===== src/rtl/fpu_pkg.sv =====
// Shared constants for the x87-style FPU slice: opcodes, FSM encoding,
// special operand values and operand classification helpers.
package fpu_pkg;

    localparam logic [7:0] OP_FLD  = 8'h20;
    localparam logic [7:0] OP_FST  = 8'h22;
    localparam logic [7:0] OP_FCOM = 8'h60;

    localparam logic [2:0] S_IDLE      = 3'd0;
    localparam logic [2:0] S_DECODE    = 3'd1;
    localparam logic [2:0] S_EXECUTE   = 3'd2;
    localparam logic [2:0] S_WRITEBACK = 3'd3;
    localparam logic [2:0] S_STACK_OP  = 3'd4;
    localparam logic [2:0] S_DONE      = 3'd5;

    localparam logic [79:0] FP_INDEFINITE = 80'hFFFF_C000_0000_0000_0000;
    localparam logic [15:0] CTRL_RESET    = 16'h037F;

    function automatic logic is_nan(input logic [79:0] v);
        return (v[78:64] == 15'h7FFF) && (v[62:0] != '0);
    endfunction

endpackage


===== src/rtl/fpu_compare80.sv =====
// Combinational ordered/unordered compare of two 80-bit extended reals.
module fpu_compare80
    import fpu_pkg::*;
(
    input  logic [79:0] a,
    input  logic [79:0] b,
    output logic        cc_equal,
    output logic        cc_less,
    output logic        cc_greater,
    output logic        cc_unordered
);

    logic nan;
    logic both_zero;
    logic a_mag_gt;

    always_comb begin
        cc_equal     = 1'b0;
        cc_less      = 1'b0;
        cc_greater   = 1'b0;
        cc_unordered = 1'b0;
        nan       = is_nan(a) || is_nan(b);
        both_zero = (a[78:0] == '0) && (b[78:0] == '0);
        a_mag_gt  = a[78:0] > b[78:0];
        if (nan) begin
            cc_unordered = 1'b1;
        end else if (both_zero || (a == b)) begin
            cc_equal = 1'b1;
        end else if (a[79] != b[79]) begin
            cc_greater = !a[79];
            cc_less    = a[79];
        end else begin
            // same sign: magnitude order flips for negatives
            cc_greater = a_mag_gt ^ a[79];
            cc_less    = !(a_mag_gt ^ a[79]);
        end
    end

endmodule


===== src/rtl/fpu_core.sv =====
// Sequenced x87-style core: 8-entry register stack with FLD, FST and FCOM.
module fpu_core
    import fpu_pkg::*;
(
    input  logic        clk,
    input  logic        reset,
    input  logic        execute,
    input  logic [7:0]  instruction,
    input  logic [2:0]  stack_index,
    input  logic [79:0] data_in,
    input  logic [31:0] int_data_in,
    input  logic [15:0] control_in,
    input  logic        control_write,
    output logic        ready,
    output logic        error,
    output logic [79:0] data_out,
    output logic [15:0] status_out
);

    logic [2:0]  state;
    logic [7:0]  current_inst;
    logic [2:0]  index;
    logic [79:0] operand;
    logic [79:0] regs [8];
    logic [7:0]  tags;
    logic [2:0]  top;
    logic [15:0] control;
    logic        c3, c2, c1, c0;
    logic        es, sf, ie;
    logic [79:0] temp_operand_a;
    logic [79:0] temp_operand_b;
    logic [79:0] temp_result;
    logic        valid_a, valid_b, tgt_valid;
    logic        exc_ie, exc_sf;
    logic [3:0]  res_cc;
    logic [79:0] st0;
    logic [79:0] stack_read_data;
    logic        stack_push;
    logic        stack_write_enable;
    logic [2:0]  stack_write_reg;
    logic [79:0] stack_data_in;
    logic        arith_done;
    logic        arith_cc_equal;
    logic        arith_cc_less;
    logic        arith_cc_greater;
    logic        arith_cc_unordered;
    logic        is_fld, is_fst, is_fcom;
    logic [2:0]  src_reg, push_reg;
    logic        int_data_unused;
    logic        ctrl_unused;

    assign int_data_unused = ^int_data_in;
    assign ctrl_unused     = ^control[15:1];

    assign src_reg  = top + index;
    assign push_reg = top - 3'd1;

    assign st0             = regs[top];
    assign stack_read_data = regs[src_reg];

    assign is_fld  = current_inst == OP_FLD;
    assign is_fst  = current_inst == OP_FST;
    assign is_fcom = current_inst == OP_FCOM;

    assign arith_done         = state == S_EXECUTE;
    assign stack_push         = (state == S_STACK_OP) && is_fld;
    assign stack_write_enable = stack_push;
    assign stack_write_reg    = push_reg;
    assign stack_data_in      = temp_result;

    assign ready      = state == S_DONE;
    assign error      = es;
    assign status_out = {1'b0, c3, top, c2, c1, c0,
                         es, sf, 5'b0, ie};

    fpu_compare80 u_cmp (
        .a            (temp_operand_a),
        .b            (temp_operand_b),
        .cc_equal     (arith_cc_equal),
        .cc_less      (arith_cc_less),
        .cc_greater   (arith_cc_greater),
        .cc_unordered (arith_cc_unordered)
    );

    always_ff @(posedge clk) begin
        if (reset) begin
            state          <= S_IDLE;
            current_inst   <= '0;
            index          <= '0;
            operand        <= '0;
            tags           <= '0;
            top            <= '0;
            control        <= CTRL_RESET;
            {c3, c2, c1, c0} <= '0;
            {es, sf, ie}   <= '0;
            data_out       <= '0;
            temp_operand_a <= '0;
            temp_operand_b <= '0;
            {valid_a, valid_b, tgt_valid} <= '0;
            for (int i = 0; i < 8; i++) regs[i] <= '0;
        end else begin
            if (control_write) control <= control_in;
            unique case (state)
                S_IDLE: begin
                    if (execute) begin
                        current_inst <= instruction;
                        index        <= stack_index;
                        operand      <= data_in;
                        state        <= S_DECODE;
                    end
                end
                S_DECODE: begin
                    temp_operand_a <= st0;
                    temp_operand_b <= stack_read_data;
                    valid_a        <= tags[top];
                    valid_b        <= tags[src_reg];
                    tgt_valid      <= tags[push_reg];
                    state          <= S_EXECUTE;
                end
                S_EXECUTE: state <= S_WRITEBACK;
                S_WRITEBACK: begin
                    {c3, c2, c1, c0} <= res_cc;
                    ie    <= ie | exc_ie;
                    sf    <= sf | exc_sf;
                    es    <= es | ((ie | exc_ie) & ~control[0]);
                    state <= S_STACK_OP;
                end
                S_STACK_OP: begin
                    if (stack_write_enable) begin
                        regs[stack_write_reg] <= stack_data_in;
                        tags[stack_write_reg] <= 1'b1;
                    end
                    if (stack_push) top <= push_reg;
                    if (is_fst) data_out <= temp_result;
                    state <= S_DONE;
                end
                S_DONE:  state <= S_IDLE;
                default: state <= S_IDLE;
            endcase
        end
    end

    // result and flags are staged here, committed in WRITEBACK/STACK_OP
    always_ff @(posedge clk) begin
        if (arith_done) begin
            temp_result <= temp_operand_a;
            exc_ie      <= 1'b0;
            exc_sf      <= 1'b0;
            res_cc      <= 4'b0000;
            unique case (1'b1)
                is_fld: begin
                    temp_result <= tgt_valid ? FP_INDEFINITE : operand;
                    exc_ie      <= tgt_valid;
                    exc_sf      <= tgt_valid;
                    res_cc      <= {2'b00, tgt_valid, 1'b0};
                end
                is_fst: begin
                    if (!valid_a) temp_result <= FP_INDEFINITE;
                    exc_ie <= !valid_a;
                    exc_sf <= !valid_a;
                end
                is_fcom: begin
                    if (!(valid_a && valid_b)) begin
                        res_cc <= 4'b1101;
                        exc_ie <= 1'b1;
                        exc_sf <= 1'b1;
                    end else begin
                        unique case (1'b1)
                            arith_cc_unordered: begin
                                res_cc <= 4'b1101;
                                exc_ie <= 1'b1;
                            end
                            arith_cc_greater: res_cc <= 4'b0000;
                            arith_cc_less:    res_cc <= 4'b0001;
                            arith_cc_equal:   res_cc <= 4'b1000;
                            default:          res_cc <= 4'b1101;
                        endcase
                    end
                end
                default: exc_ie <= 1'b1;
            endcase
        end
    end

endmodule


===== config.mk =====
export PLATFORM = sky130hd
export DESIGN_NAME = fpu_core
export DESIGN_NICKNAME = d
export VERILOG_FILES = /design/src/rtl/fpu_pkg.sv /design/src/rtl/fpu_compare80.sv /design/src/rtl/fpu_core.sv
export SDC_FILE = /design/constraint.sdc
export NUM_CORES = 2
export LEC_CHECK = 0
export ABC_CLOCK_PERIOD_IN_PS = 10100
export CAP_MARGIN = 20
export CORE_ASPECT_RATIO = 2
export CORE_MARGIN = 5
export CORE_UTILIZATION = 55
export DETAILED_ROUTE_END_ITERATION = 10
export GPL_TIMING_DRIVEN = 0
export PLACE_DENSITY = 0.78
export SETUP_SLACK_MARGIN = 0.02
export SKIP_LAST_GASP = 1
export SYNTH_ARGS = -nofsm -noshare
export SYNTH_HDL_FRONTEND = slang
export SYNTH_SLANG_ARGS = --single-unit
export TNS_END_PERCENT = 20

===== constraint.sdc =====
create_clock -name clk -period 10.1 [get_ports clk]
set_input_delay 1.515 -clock clk [delete_from_list [all_inputs] [get_ports clk]]
set_output_delay 1.515 -clock clk [all_outputs]
set_load 0.02 [all_outputs]

======== Word-level counts from Yosys, hierarchy flattened ========
Memory sizes are Yosys's and may differ from the RTL's. A register that Yosys moved wholly into a read port is not among the register bits.
Cells that the tools add are included.
word-level totals
  latch bits .............................. 0
  input bits .............................. 143
  memory bits (writable) .................. 640
  logic and storage cells ................. 109
  bits in read-only memories .............. 0
  flip-flop bits (word level) ............. 282
  memories kept ........................... 1
operators by class
  shifts and indexed selects .............. 0
  multiply operators ...................... 0
  mux-type cells .......................... 39
  order comparisons ....................... 5
  add/subtract/negate cells ............... 2
  reduce and logical (&&, ||, !) cells .... 20
  divide/modulo/power cells ............... 0
  bitwise logic cells ..................... 7
  equality and inequality tests ........... 13
memories
  memory  words  bits a word  read ports  clocked after memory_dff  wr ports  RTL line        source
  regs    8      80           2           2                         8         fpu_core.sv:24  logic [79:0] regs [8];
operator list
  cell                                                         count
  2-to-1 mux 80 bit                                            3
  one-hot mux 80 bit (2 select lines)                          1
  logical NOT 79 bit                                           2
  nonzero test 63 bit                                          2
  equality test 80 bit                                         1
  OR reduction 80 bit                                          1
  > comparator 79 bit                                          1
  equality test 15 bit (second input constant)                 2
  2-to-1 mux 1 bit                                             23
  equality test 8 x 6 -> 1 bit (second input constant)         2
  one-hot mux 3 bit (5 select lines)                           1
  less-than comparator 3 x 4 -> 1 bit (second input constant)  3
  one-hot mux 4 bit (3 select lines)                           1
  binary-select mux 1 bit (select 3 bit)                       3
  equality test 8 x 7 -> 1 bit (second input constant)         1
  bitwise OR 8 bit                                             1
  one-hot mux 4 bit (2 select lines)                           1
  equality test 3 x 2 -> 1 bit (second input constant)         2
  equality test 3 bit (second input constant)                  2
  logical AND 1 bit                                            6
  2-to-1 mux 3 bit                                             2
  one-hot mux 1 bit (3 select lines)                           2
  AND reduction 2 bit                                          3
  2-to-1 mux 4 bit                                             1
  other kinds (14)                                             19

======== Longest topological paths before layout ========
  depth in word-level cells ............... 9
  depth in mapped cells ................... 9
  depth with buffers taken out ............ 9

======== Cells and area by module ========
Synthesis repeated with hierarchy kept, for this count alone.
unflattened totals
  cell total of the unflattened synthesis .. 4091
  area, all modules ....................... 51269.2 um^2
by module, submodules not included
  module         seq. area each (um^2)  instances  area an instance (um^2)  cells each
  fpu_core       28927.7                1          48834.3                  3742
  fpu_compare80  0.0                    1          2434.8                   349

======== Least setup slack after synthesis ========
No wires, ideal clock.
  path type ............................... reg2reg
  start point ............................. register top[1]
  end point ............................... memory regs[1][0] (enable)
  clock period less this slack ............ 8.567 ns
  slack ................................... 1.533 ns
  stages on the path, launching flop included .. 8
  data required time ...................... 9.470 ns
  data arrival time ....................... 7.937 ns
  cells stage by stage .................... dfxtp_1 -> clkbuf_1 -> clkbuf_1 -> inv_1 -> ha_1 -> buf_1 -> nand2_1 -> o21ai_0
RTL lines
  what                    RTL line         source
  start, declared         fpu_core.sv:26   logic [2:0] top;
  start signal, assigned  fpu_core.sv:133  if (stack_push) top <= push_reg;
  end, declared           fpu_core.sv:24

==> out/summary.txt <==
status - finished, final reports clean
cts repair resizes - 0
Hold WC Path Type - flop to flop
initial antenna violation count - 7
share of layout cells above drive strength 1 - 15.90%
Critical R2R Launch - top[1]
post-DP HPWL - 119500 µm
Most used DFF post-synth - edfxtp_1
Register-to-Register Path Depth - 10
DRC Markers - 0
Setup crit start - top[1]
vias in the first global route - 37270
Worst Path Required - 10.45 ns
clock root buffer master - clkbuf_16
crit path DAT - 5.54 ns
Die X - 225.6 µm
Starting DRT DRC Count - 4810
nets - 4451
Post-synth EDFFs - 726
grt ovf - 0
commonest non-fill, non-tap cell in the layout - edfxtp_1
total CTS buffers - 94
footprint of the multi-input gates - 0.02068 mm²
I/O pin count - 241
Post-CTS Setup Inserts - 0
CTS H-Tree Depth - 3
largest net degree at the start of global routing - 43
Gate power share - 11.1%
most frequent cells in the layout - 726 x edfxtp_1, 606 x and2_1, 376 x nand2_1, 356 x dfxtp_1, 326 x mux4_2
synth warn - 0
global-route wire length before repair - 242800 µm
total wire length - 168800 µm
max-cap viol count - 0
flops & latches, synth - 1082
Worst Hold Path Cells - 2
critical path type - flop to flop
worst skew pair latency - 0.71 ns
Slew @ Worst Pin - 1.269 ns
maximum vdd drop - 0.1398 mV
DR pass1 iterations - 6
drt wl/cell - 30.62 µm
clock share of power - 38.5%
std cell rows - 158
Starting Density - 55.25%
clk_skew - 0.03133 ns
CP Max Fanout - 37
Power Dens Cells - 173.7 mW/mm²
crit start category - flop
area grow syn2layout - 15.21%
R2R Setup Slk - 4.91 ns
Die H - 441.1 µm
Int Power - 7598 µW
DIE AREA - 0.09950 mm²
static leakage - 0.02047 µW
I/O Buffers - 186
post-synthesis sequential area ratio - 56.59%
Register Area - 0.02893 mm²
Post-Synthesis Cells - 3894
post-route ant nets - 0
Final min period - 5.191 ns
clk sink count - 1082
Sequential Power Share - 50.4%
Fin. Hold Viols - 0
WHS - 0.4554 ns
leading post-synthesis cells by cell area - edfxtp_1 43%, mux4_2 14%, dfxtp_1 14%, and2_1 7.4%, mux2i_1 3.2%
top-area cell type share of the netlist area - 42.65%
Rel. slew slack - 15.40%
Worst-path clk slew - 0.07 ns
FF-to-FF End - regs[2][63]
Yosys cell types - 65
RSZ-0062 raised after global routing - no
max-slew violation count - 0
core outline area - 0.09252 mm²
syn avg cell area - 13.13 µm²
vias per cell - 6.620
Final Setup Violations - 0
Max clock buf depth - 3
filler instances - 6827
P_sw - 2632 µW
hold_buf cts - 0
Total GRT Usage - 33.69%
CP Capture Point - regs[2][63]
Fmax - 192.6 MHz
Tcrit/Tclk final - 51.40%
CTS tree - yes
Sw Ratio - 25.73%
post-synthesis cell area - 0.05111 mm²
largest area contributor in the netlist - edfxtp_1
Post-Route Setup TNS - 0 ns
CP Capture Type - flop
via count - 36500
asr flop ratio synth - 0%
RD Place Congestion - 0.9628
sequential cells by signal, indices dropped and copies added (netlist names), 8 cells and up:
register        count
data_out           80
regs              640
temp_operand_b     80
current_inst        8
operand            80
temp_operand_a     80
tags                8
stack_data_in      80
cell usage after synthesis (all sizes together) (4+ instances only):
cell type and instances:
nor3 14, nand4 30, and4 5, nand2 376, or2 4, a22o 62
ha 81, xor2 4, nand3 13, o21ai 13, dfxtp 356, clkbuf 233
mux4 326, a211oi 166, edfxtp 726, mux2i 163, nor2 192, and2 642
a21o 17, buf 67, nor4 46, o22a 17, a21oi 208, inv 89
kinds of logic after synthesis:
kind of cell | count (synthesis) | share of synthesized area [%]
XOR/XNOR | 7 | 0.1346
buffers and inverters | 389 | 3.141
AND/OR/NAND/NOR | 1339 | 13.97
adder cells (fa/ha/maj) | 82 | 2.022
flip-flops | 1082 | 56.59
other | 1 | 0.007337
multiplexers | 489 | 17.56
AO/OA/AOI/OAI | 505 | 6.573
layer usage:
metal	GRT usage, %	share of wire [%]	vias up
li1	-	-	15120
met1	36.58	30	17680
met2	56.49	48	2843
met3	8.804	12	851
met4	24.81	9.6	6
met5	0	0.023	-
worst min-delay path by stage:
stage                     from         endpoint
3_3_place_gp   current_inst[4]  current_inst[4]
6_report          data_out[54]     data_out[54]
5_1_grt           data_out[17]     data_out[17]
4_1_cts           data_out[54]     data_out[54]
2_1_floorplan  current_inst[4]  current_inst[4]
3_5_place_dp   current_inst[4]  current_inst[4]
power groups by stage:
| stage | registers (µW) | clock network [µW] | logic [µW] |
|---|---|---|---|
| after floorplan | 5150 | 0 | 686 |
| after global placement | 5270 | 0 | 1020 |
| after detailed placement | 5240 | 0 | 1090 |
| after CTS | 5140 | 3940 | 1100 |
| after global routing | 5170 | 4110 | 1190 |
| final | 5160 | 3940 | 1130 |
layout make-up:
class                   count  area share [%]
diodes                      6         0.02550
clock buffers             126           4.592
clock inverters            52           1.073
repair buffers            231           4.796
inverters                  89          0.5673
multi-input cells        2428           35.11
flip-flops and latches   1082           49.12
plain buffers             300           2.159
well taps                1200           2.550
critical path, stage by stage (launching register included):
cell      delay (ns)
dfxtp_1         0.49
clkbuf_1        0.46
buf_8           0.26
clkbuf_1        0.68
inv_1           0.11
ha_1            0.31
buf_1           0.33
nor3_4          0.93
or2_4           0.56
buf_16          0.31
buf_16          0.31
per-stage QoR:
| step | util, % | total power (µW) | cell area (µm²) | setup slack, ns | std cells |
|---|---|---|---|---|---|
| 2_1_floorplan | - | 5833 | 51130 | 1.533 | 3899 |
| 4_1_cts | 63.52 | 10180 | 58770 | 5.139 | 5501 |
| 5_1_grt | 63.63 | 10470 | 58870 | 4.970 | 5509 |
| 3_3_place_gp | 58.90 | 6293 | 54500 | -7.313 | 5285 |
| 6_report | 63.65 | 10230 | 58890 | 4.909 | 5514 |
| 3_5_place_dp | 59.92 | 6334 | 55440 | 5.085 | 5323 |
Power figures use the tool's default switching activity.
